===== src/rtl/beat_sequencer_if.sv =====
// Panel/controller bundle for the beat sequencer.
// Inputs: qd, sw, step, short_req, long_req, stop. Outputs: w1..w3, running, cyc_end, cyc_cnt, abort.
interface beat_sequencer_if #(
   parameter int CNT_W = 8
);
   logic             qd;
   logic [2:0]       sw;
   logic             step;
   logic             short_req;
   logic             long_req;
   logic             stop;
   logic             w1;
   logic             w2;
   logic             w3;
   logic             running;
   logic             cyc_end;
   logic [CNT_W-1:0] cyc_cnt;
   logic             abort;

   modport master (
      output qd, sw, step, short_req, long_req, stop,
      input  w1, w2, w3, running, cyc_end, cyc_cnt, abort
   );

   modport slave (
      input  qd, sw, step, short_req, long_req, stop,
      output w1, w2, w3, running, cyc_end, cyc_cnt, abort
   );
endinterface


===== src/rtl/beat_sequencer.sv =====
// W1/W2/W3 beat generator: starts on a qd rising edge, honours short/long/stop.
// Ports: t3 clock, clr async active-low reset, bus = beat_sequencer_if.slave.
module beat_sequencer #(
   parameter int CNT_W = 8
) (
   input  logic               t3,
   input  logic               clr,
   beat_sequencer_if.slave    bus
);
   typedef enum logic [1:0] {
      IDLE = 2'd0,
      W1   = 2'd1,
      W2   = 2'd2,
      W3   = 2'd3
   } state_t;

   state_t           state_q, state_d;
   logic             qd_q;
   logic [2:0]       sw_q, sw_d;
   logic             abort_q, abort_d;
   logic             cyc_end_q, cyc_end_d;
   logic [CNT_W-1:0] cnt_q, cnt_d;
   logic             last;

   always_ff @(posedge t3 or negedge clr) begin
      if (!clr) begin
         state_q   <= IDLE;
         qd_q      <= 1'b0;
         sw_q      <= 3'b000;
         abort_q   <= 1'b0;
         cyc_end_q <= 1'b0;
         cnt_q     <= '0;
      end else begin
         state_q   <= state_d;
         qd_q      <= bus.qd;
         sw_q      <= sw_d;
         abort_q   <= abort_d;
         cyc_end_q <= cyc_end_d;
         cnt_q     <= cnt_d;
      end
   end

   // short is only looked at in W1, long only in W2; W3 always ends.
   always_comb begin
      last = 1'b0;
      unique case (state_q)
         W1:      last = bus.short_req;
         W2:      last = !bus.long_req;
         W3:      last = 1'b1;
         default: last = 1'b0;
      endcase
   end

   always_comb begin
      state_d   = state_q;
      sw_d      = sw_q;
      abort_d   = abort_q;
      cyc_end_d = 1'b0;
      cnt_d     = cnt_q;
      if (state_q == IDLE) begin
         if (bus.qd && !qd_q) begin
            state_d = W1;
            sw_d    = bus.sw;
            abort_d = 1'b0;
         end
      end else if (bus.sw != sw_q) begin
         // Mode changed mid-run: drop the cycle without counting it.
         state_d = IDLE;
         abort_d = 1'b1;
      end else if (bus.stop) begin
         state_d = IDLE;
         if (last) begin
            cyc_end_d = 1'b1;
            cnt_d     = cnt_q + 1'b1;
         end
      end else if (last) begin
         cyc_end_d = 1'b1;
         cnt_d     = cnt_q + 1'b1;
         state_d   = bus.step ? IDLE : W1;
      end else begin
         unique case (state_q)
            W1:      state_d = W2;
            W2:      state_d = W3;
            default: state_d = IDLE;
         endcase
      end
   end

   assign bus.w1      = (state_q == W1);
   assign bus.w2      = (state_q == W2);
   assign bus.w3      = (state_q == W3);
   assign bus.running = (state_q != IDLE);
   assign bus.cyc_end = cyc_end_q;
   assign bus.cyc_cnt = cnt_q;
   assign bus.abort   = abort_q;
endmodule


===== src/flat_wrapper.sv =====
// flat-port wrapper written by rule: the top's interface ports become plain ports
module beat_sequencer_flat 
#(
   parameter int CNT_W = 8
)
  (t3, clr, bus_qd, bus_sw, bus_step, bus_short_req, bus_long_req, bus_stop, bus_w1, bus_w2, bus_w3, bus_running, bus_cyc_end, bus_cyc_cnt, bus_abort);
  beat_sequencer_if #(.CNT_W(CNT_W)) bus_i ();
  input  logic t3;
  input  logic clr;
  input wire logic [$bits(bus_i.qd)-1:0] bus_qd;
  input wire logic [$bits(bus_i.sw)-1:0] bus_sw;
  input wire logic [$bits(bus_i.step)-1:0] bus_step;
  input wire logic [$bits(bus_i.short_req)-1:0] bus_short_req;
  input wire logic [$bits(bus_i.long_req)-1:0] bus_long_req;
  input wire logic [$bits(bus_i.stop)-1:0] bus_stop;
  output wire logic [$bits(bus_i.w1)-1:0] bus_w1;
  output wire logic [$bits(bus_i.w2)-1:0] bus_w2;
  output wire logic [$bits(bus_i.w3)-1:0] bus_w3;
  output wire logic [$bits(bus_i.running)-1:0] bus_running;
  output wire logic [$bits(bus_i.cyc_end)-1:0] bus_cyc_end;
  output wire logic [$bits(bus_i.cyc_cnt)-1:0] bus_cyc_cnt;
  output wire logic [$bits(bus_i.abort)-1:0] bus_abort;
  assign bus_i.qd = bus_qd;
  assign bus_i.sw = bus_sw;
  assign bus_i.step = bus_step;
  assign bus_i.short_req = bus_short_req;
  assign bus_i.long_req = bus_long_req;
  assign bus_i.stop = bus_stop;
  assign bus_w1 = bus_i.w1;
  assign bus_w2 = bus_i.w2;
  assign bus_w3 = bus_i.w3;
  assign bus_running = bus_i.running;
  assign bus_cyc_end = bus_i.cyc_end;
  assign bus_cyc_cnt = bus_i.cyc_cnt;
  assign bus_abort = bus_i.abort;
  beat_sequencer #(.CNT_W(CNT_W)) u_core (.t3(t3), .clr(clr), .bus(bus_i));
endmodule

===== config.mk =====
export PLATFORM = sky130hd
export DESIGN_NAME = beat_sequencer_flat
export DESIGN_NICKNAME = d
export VERILOG_FILES = /design/src/rtl/beat_sequencer_if.sv /design/src/rtl/beat_sequencer.sv /design/src/flat_wrapper.sv
export SDC_FILE = /design/constraint.sdc
export NUM_CORES = 1
export LEC_CHECK = 0
export CAP_MARGIN = 30
export CORE_MARGIN = 2
export CORE_UTILIZATION = 49
export DETAILED_ROUTE_END_ITERATION = 8
export GPL_TIMING_DRIVEN = 0
export HOLD_SLACK_MARGIN = 0.08
export MAX_ROUTING_LAYER = met4
export PLACE_DENSITY = 0.79
export SYNTH_ARGS = -nofsm -noshare
export SYNTH_HDL_FRONTEND = slang
export SYNTH_SLANG_ARGS = --single-unit

===== constraint.sdc =====
create_clock -name t3 -period 3.77 [get_ports t3]
set_clock_uncertainty 0.1 [all_clocks]
set_input_delay 0.754 -clock t3 [delete_from_list [all_inputs] [get_ports t3]]
set_output_delay 0.754 -clock t3 [all_outputs]
set_load 0.005 [all_outputs]

* Word-level counts from Yosys, hierarchy flattened
Cells that the tools add are included.
** Storage, ports and cells
- Register bits after elaboration :: 16
- Input port bits :: 10
- Output and inout port bits :: 14
- Word-level logic and storage cells :: 37
** Cells by class
- $add $sub $neg :: 1
- Equal/unequal tests :: 5
- Multiplexer cells :: 14
- Bitwise logic cells :: 2
- Reductions and logical operators :: 9
** Operator list (number)
- $mux 2 :: 5
- $add 8x1->8 const B :: 1
- $mux 1 :: 7
- $eq 2x2->1 const B :: 2
- $pmux 2 s2 :: 1
- $reduce_and 2->1 :: 2
- $reduce_bool 2->1 :: 2
- $ne 3x3->1 :: 1
- $pmux 1 s3 :: 1
- $reduce_and 3->1 :: 1
- $eq 2x1->1 const B :: 1
- $logic_not 1->1 :: 2
- $logic_not 2->1 :: 1
- $ne 2x2->1 const B :: 1
- $not 1->1 :: 2
- $logic_and 1x1->1 :: 1

* Depth between registers and ports, before layout
Gate-level depths: netlist (run 1).
- Depth after elaboration :: 6
- Depth in mapped cells :: 6
- Depth with buffers taken out :: 6

* Worst setup path before layout (run 1)
OpenSTA, ideal clock, no wires.
- Path type :: input to register
- Start point :: in bus_sw[1]
- End point :: reg u_core.cnt_q[1] (netlist: u_core.bus.cyc_cnt[1])
- Library setup time :: 0.125 ns
- Arrival time :: 1.786 ns
- Required time :: 3.545 ns
- Setup slack :: 1.759 ns
- Stages on the path :: 4
- Path buffers :: 0
- Cells stage by stage :: xor2_1 > nor4_4 > nand2_2 > mux2_4
** Between the ends
- Cells in the longest elaborated chain, start to end :: 3
** RTL lines
- from (decl) :: RTL line flat_wrapper.sv:11 : input wire logic [$bits(bus_i.sw)-1:0] bus_sw;
- $ne 3x3->1 :: RTL line beat_sequencer.sv:66 : end else if (bus.sw != sw_q) begin
- $not 1->1 (no source line)
- $reduce_and 3->1 (no source line)
- to (signal assigned) :: RTL line beat_sequencer.sv:39 : cnt_q <= cnt_d;
- to (decl) :: RTL line beat_sequencer.sv:22 : logic [CNT_W-1:0] cnt_q, cnt_d;
No other way between the ends.
A chain may end at the register's enable or synchronous reset.

* Worst setup path after layout (run 1)
- Start point :: reg u_core.state_q[0]
- End point :: out bus_running
** Between the ends
- Cells in the longest elaborated chain, start to end :: 1
** RTL lines
- from (decl) :: RTL line beat_sequencer.sv:17 : state_t state_q, state_d;
- from (signal assigned) :: RTL line beat_sequencer.sv:34 : state_q <= state_d;
- $reduce_bool 2->1 :: RTL line beat_sequencer.sv:92 : assign bus.running = (state_q != IDLE);
- to (decl) :: RTL line flat_wrapper.sv:19 : output wire logic [$bits(bus_i.running)-1:0] bus_running;
No other way between the ends.

==> metrics, run 1 <==
outcome=finished, final reports clean; Routed WL per cell=13.6 um; post-synthesis cell count=69; CP endpoint kind=primary output; Hold Path Origin=u_core.bus.cyc_cnt[7]$_DFFE_PN0P_; P&R area growth vs syn=33.4%; GRT overflow=0; final setup violation count=0; setup bufs post-CTS=0; P per Cell Area=488 nW/um^2; Clock Pin Slew Worst Setup and Hold Paths=0.09 ns; count of pins over their slew limit=0; Crit. Startpoint=u_core.state_q[0]$_DFFE_PN0P_; CP max FO=5; core area=1540 um^2; CTS sink count=16; ANT nets after route=0; Fmax=406 MHz; Ys Warns=0; Max Root-Sink Buffers=2; Buf+Inv Stages, Crit Path=3; Syn Std Cell Area=817 um^2; nets=between 100 and 150; CTS tree=built; cell family with most CP delay=buffers and inverters; layout cells sized above 1=0.126; Detailed Place HPWL=1190 um; DR vias=600; CTS buffer count=3; initial core utilization=0.530; syn_nets=84; worst IR drop on VDD=0.366 mV; slowest library cell on the worst path=clkdlybuf4s50_1; Total Power=0.532 mW; Hold Fails Final Rpt=0; die width=44.8 um; CP Class=flip-flop to primary output; leakage dissipation=between 0.4 and 0.5 nW; multi-input logic area=a little under 400 um^2; GRT Overall Usage=0.187; I/O Pins=24; Routed WL=1510 um; CP required=2.92 ns; detailed router's first-iteration violation count=11; number of global-route vias before repair=just over 600; Critical Path Start Type=flip-flop; RePlAce Congestion=0.736; fin crit share=0.654; cells along the critical path=inv_1 > ha_1 > inv_1 > clkdlybuf4s50_1; Hold-fix buffers, CTS=0; initial antenna violation count=0; RR Startpoint=u_core.state_q[0]$_DFFE_PN0P_; CP peak stage delay=0.50 ns; worst min path class=flip-flop to flip-flop; CP dominant cell by count=inv_1; iteration count of the initial detailed-routing pass=4; die area=a little over 2000 um^2; CTS H-Tree Depth=1; buffers added on ports=23; # rows=14; Clk Latency, worst-skew pair=around 0.28 ns; ANT cells=0; Max-Cap Viols=0; vias per cell=~5.4; unrepaired setup endpoints after global routing=false; Filler cells=about 130; clk root buf=clkbuf_4; largest net degree at the start of global routing=17; post-CTS sizing=0; first-pass GRT wire length=between 2000 and 3000 um; Max-slew headroom=0.521; fin crit period=2.46 ns; sequential-to-total area share from yosys stat=0.490; number of remaining DRC errors=0; Worst EP arrival=1.61 ns; Avg Cell Area, Syn=11.8 um^2; Die H=44.8 um; sequential cell area=400 um^2; Yosys cell types=26; #FFs+latches synth=16; Fin Setup TNS=0 ns; Worst Tran Pin Value=just over 0.7 ns
==> flip-flops by register name, indices dropped and copies added (netlist names) <==
| register | cells |
|---|---|
| u_core.bus.abort | 1 |
| u_core.bus.cyc_cnt | 8 |
| u_core.bus.cyc_end | 1 |
| u_core.qd_q | 1 |
| u_core.state_q | 2 |
| u_core.sw_q | 3 |
==> metrics by stage <==
step	util	setup WS, ns	instance area [um^2]	hold slack [ns]	instances
floorplan	-	1.76	817	0.358	69
global placement	0.692	1.17	1070	0.370	108
detailed placement	0.692	1.17	1070	0.377	108
CTS	0.707	1.29	1090	0.389	111
global route	0.707	1.20	1090	0.417	111
finish	0.707	1.31	1090	0.381	111
==> cells in the mapped netlist, drive strengths merged <==
library cell  number  area (um^2)
inv                7         26.3
nand3              4         20.0
dfrtp             16          400
and2               1         6.26
xor2               3         26.3
nand2b             1         6.26
nor2               1         3.75
ha                 5         62.6
o41ai              2         25.0
nand4              3         18.8
xnor2              7         61.3
o21ai              2         13.8
nor4               2         27.5
mux2               4         48.8
nor2b              1         6.26
a21oi              2         10.0
a21boi             1         7.51
and3               3         18.8
and4               2         17.5
nand2              2         10.0
==> layout by cell type, fill, tap and decap left out <==
cell,count
nor4_1,1
nand2_1,1
ha_1,5
nor2_1,1
o21ai_2,1
and4_1,2
nor4_4,1
a21boi_0,1
inv_1,6
mux2_2,3
xnor2_1,7
dfrtp_1,16
clkbuf_4,3
nand3_1,4
nand2b_1,1
o41ai_2,1
nand4_1,3
a21oi_1,2
and2_1,1
o21ai_0,1
xor2_1,3
nand2_2,1
mux2_4,1
inv_2,1
and3_1,3
nor2b_1,1
o41ai_1,1
clkdlybuf4s50_1,23
==> logic make-up (layout without fill, tap and decap cells) <==
family | count (synthesis) | in the layout | synth area share
AO/OA/AOI/OAI | 7 | 7 | 0.0689
flip-flops | 16 | 16 | 0.490
multiplexers | 4 | 4 | 0.0597
AND/OR/NAND/NOR | 20 | 20 | 0.165
adder cells (fa/ha/maj) | 5 | 5 | 0.0766
buffers and inverters | 7 | 33 | 0.0322
XOR/XNOR | 10 | 10 | 0.107
==> layout make-up <==
type                    count  share of cell area
clock buffers               3              0.0207
inverters                   7              0.0241
multi-input cells          46               0.358
flip-flops and latches     16               0.367
well taps                  16              0.0184
repair buffers             23               0.211
==> power breakdown <==
part / switching [mW] / leakage (nW) / total, mW / internal, mW
logic: 0.0959 / 0.261 / 0.205 / 0.109
clock network: 0.0514 / 0.0138 / 0.0884 / 0.0370
registers: 0.0320 / 0.209 / 0.239 / 0.207
==> final timing paths <==
path                                                     end  slack (ns)  depth (start not counted)
max in group asynchronous  u_core.bus.cyc_cnt[1]$_DFFE_PN0P_        2.32                          1
min                        u_core.bus.cyc_cnt[7]$_DFFE_PN0P_        0.38                          1
min reg2reg                u_core.bus.cyc_cnt[7]$_DFFE_PN0P_        0.38                          1
min in group asynchronous  u_core.bus.cyc_cnt[6]$_DFFE_PN0P_        0.80                          1
max                                              bus_running        1.31                          4
max reg2reg                u_core.bus.cyc_cnt[1]$_DFFE_PN0P_        1.79                          5
==> routing by layer <==
metal | up-vias | global-route usage | share of wire
met5 | - | - | 0
met4 | 0 | 0.0529 | 0
met3 | 0 | 0.0480 | 0.050
met2 | 17 | 0.319 | 0.49
met1 | 288 | 0.218 | 0.46
li1 | 295 | - | -
Power figures use the tool's default switching activity.
==> inputs of run 2 (changes only) <==
Settings changed: CORE_UTILIZATION 49 to 41, PLACE_DENSITY 0.79 to 0.71.
Clock period 3.77 ns to 2.2 ns, I/O delays scaled along.
==> run 2 against run 1 <==
Compared with the run above:
- core utilization down 12 points
- critical path depth unchanged
- wire length up 1.9%
- clock power is 120% higher
- flip-flop and latch count is the same
- die area grew 18%
- sequential share of layout area shrank 1.5 points
- combinational power up 82%
- critical endpoint unchanged
- sequential power rose by 71%
- cell count is 13% higher
==> metrics, run 2 (same netlist as run 1, synthesis figures left out) <==
outcome=finished, final reports clean; CTS sink count=16 (unchanged); cell family with most CP delay=buffers and inverters; initial antenna violation count=0 (unchanged); GRT Overall Usage=0.155 (-0.0320); nets=114 (+1.8%); CP peak stage delay=0.49 ns (about the same); I/O Pins=24 (unchanged); slowest library cell on the worst path=clkdlybuf4s50_1; CP endpoint kind=primary output; detailed router's first-iteration violation count=5 (-6); Sw Share=0.330 (-0.00732); Cell Int Power=0.657 mW (+86%); hold path endpoint=u_core.bus.cyc_cnt[7]$_DFFE_PN0P_; RePlAce Congestion=0.708 (-3.8%); CP required=1.66 ns (-1.26 ns); number of remaining DRC errors=0 (unchanged); P per Cell Area=863 nW/um^2 (+77%); pre-CTS setup slack=-0.0911 ns (-1.27 ns); initial core utilization=0.425 (-0.105); Critical R2R Capture=u_core.bus.cyc_cnt[1]$_DFFE_PN0P_; count of pins over their slew limit=0 (unchanged); Max Root-Sink Buffers=2 (unchanged); r2r worst-path depth=5 (unchanged); largest net degree at the start of global routing=17 (unchanged); fin crit period=2.09 ns; sequential cell area=400 um^2 (unchanged); number of global-route vias before repair=605 (-0.82%); cells along the critical path=inv_1 > ha_2 > inv_1 > clkdlybuf4s50_1; Clk Latency, worst-skew pair=0.29 ns (about the same); Crit path depth=4 (unchanged); worst min path class=flip-flop to flip-flop; Max-Cap Viols=0 (unchanged); Worst EP arrival=1.55 ns (-0.06 ns); Seq pwr share=0.417 (-0.033); vias per cell=4.92 (-9.0%); Clock Pin Slew Worst Setup and Hold Paths=0.09 ns (about the same); # placed instances=119 (+10%); Worst Tran Pin Value=0.713 ns (-0.00351 ns); Psw=0.323 mW (+80%); Hold Path Depth=1 (unchanged); DR vias=615 (+2.5%); buffers added on ports=23 (unchanged); leakage dissipation=0.500 nW (+3.4%); Largest register FFs=8 (unchanged); Hold Path Origin=u_core.bus.cyc_cnt[7]$_DFFE_PN0P_; fin crit share=0.949; Detailed Place HPWL=1140 um (-4.4%); GRT overflow=0 (unchanged); die width=48.6 um (+8.5%); die area=2370 um^2 (+18%); # rows=16 (+2); Max-slew headroom=0.523 (+0.00235); Critical Path Start Type=flip-flop; core area=1920 um^2 (+25%); Gate power share=0.382 (-0.002); Filler cells=180 (+42%); first-pass GRT wire length=2710 um (+4.8%); iteration count of the initial detailed-routing pass=4 (unchanged); CTS H-Tree Depth=1 (unchanged); CTS buffer count=3 (unchanged); CTS tree=built; final setup violation count=0 (unchanged); Die H=48.6 um (+8.5%); final core occ=0.590 (-0.116); clk root buf=clkbuf_4; Routed WL per cell=12.3 um (-9.5%); multi-input logic area=393 um^2 (+0.64%); CP dominant cell by count=inv_1; most frequent cells in the layout=23 x clkdlybuf4s50_1, 16 x dfrtp_1, 7 x xnor2_1, 6 x inv_1; RR Startpoint=u_core.state_q[0]$_DFFE_PN0P_; leading cell type in the layout, fill and taps excluded=clkdlybuf4s50_1; CP Class=flip-flop to primary output; hold slack=0.393 ns (+0.0119 ns); worst setup margin=0.112 ns (-1.19 ns); Hold Fails Final Rpt=0 (unchanged); P&R area growth vs syn=38.9%; Fmax=between 400 and 500 MHz; Buf+Inv Stages, Crit Path=3 (unchanged); layout cells sized above 1=0.163 (+0.0369); ANT cells=0 (unchanged); Layout Cells excl Fill=125 (+13%); ANT nets after route=0 (unchanged); worst IR drop on VDD=0.492 mV (+34%); flop-to-flop setup slack=0.30 ns (-1.49 ns); unrepaired setup endpoints after global routing=false; CP max FO=5 (unchanged); Routed WL=1540 um (+1.9%); clock share of power=0.201 (+0.035)
[run 2: cell count changes in the layout (fill, tap and decap cells not counted), sizes merged]
cell	before	now
clkbuf	3	4
buf	0	2
[run 2: how the worst max path moves through the flow]
| stage | start | endpoint | slack (ns) |
|---|---|---|---|
| final | u_core.state_q[0]$_DFFE_PN0P_ | bus_running | 0.11 |
| after global routing | u_core.state_q[0]$_DFFE_PN0P_ | bus_running | 0.03 |
| after CTS | u_core.state_q[0]$_DFFE_PN0P_ | bus_running | 0.006 |
| after detailed placement | bus_sw[1] | u_core.bus.cyc_cnt[1]$_DFFE_PN0P_ | -0.09 |
| after global placement | bus_sw[1] | u_core.bus.cyc_cnt[1]$_DFFE_PN0P_ | -0.09 |
| after floorplan | u_core.state_q[0]$_DFFE_PN0P_ | u_core.bus.cyc_cnt[1]$_DFFE_PN0P_ | 0.40 |
[run 2: what timing repair did]
action                                  4_1_cts  5_1_grt
endpoints found under the setup margin        0        1
hold buffers                                  0        0
gates resized for setup                       0        1
buffers inserted                              0        2
[run 2: area by class of cell]
cell class,count,share of cell area
inverter,7,0.0232
multi-input combinational,46,0.346
tap,27,0.0298
sequential,16,0.353
timing repair buffer,25,0.216
clock buffer,4,0.0320
[run 2: metal layers]
| metal | wire length, um | vias up | GRT usage | share of wire |
|---|---|---|---|---|
| met4 | 10 | 0 | 0.0286 | 0.0065 |
| met2 | 714 | 18 | 0.253 | 0.46 |
| met1 | 714 | 295 | 0.180 | 0.46 |
| met3 | 100 | 4 | 0.0648 | 0.065 |
| li1 | - | 298 | - | - |
| met5 | 0 | - | - | 0 |
[run 2: per-stage QoR]
stage | TNS (ns) | instance area, um^2 | total power [mW]
floorplan | 0 | 817 | 0.621
global placement | -0.0933 | 1080 | 0.761
detailed placement | -0.0911 | 1080 | 0.775
CTS | 0 | 1120 | 0.973
global route | 0 | 1130 | 1.05
finish | 0 | 1130 | 0.979
[run 2: power groups by stage]
stage	Combinational, mW	Sequential [mW]	Clock (mW)
2_1_floorplan	0.214	0.407	0
3_3_place_gp	0.349	0.412	0
3_5_place_dp	0.358	0.417	0
4_1_cts	0.359	0.411	0.203
5_1_grt	0.413	0.419	0.222
6_report	0.374	0.409	0.197
==> inputs of run 3 (changes only) <==
Settings changed: CTS_CLUSTER_DIAMETER from default to 50.
==> results of run 3 <==
The final DEF is identical to that of run 2; final timing and power are the same.
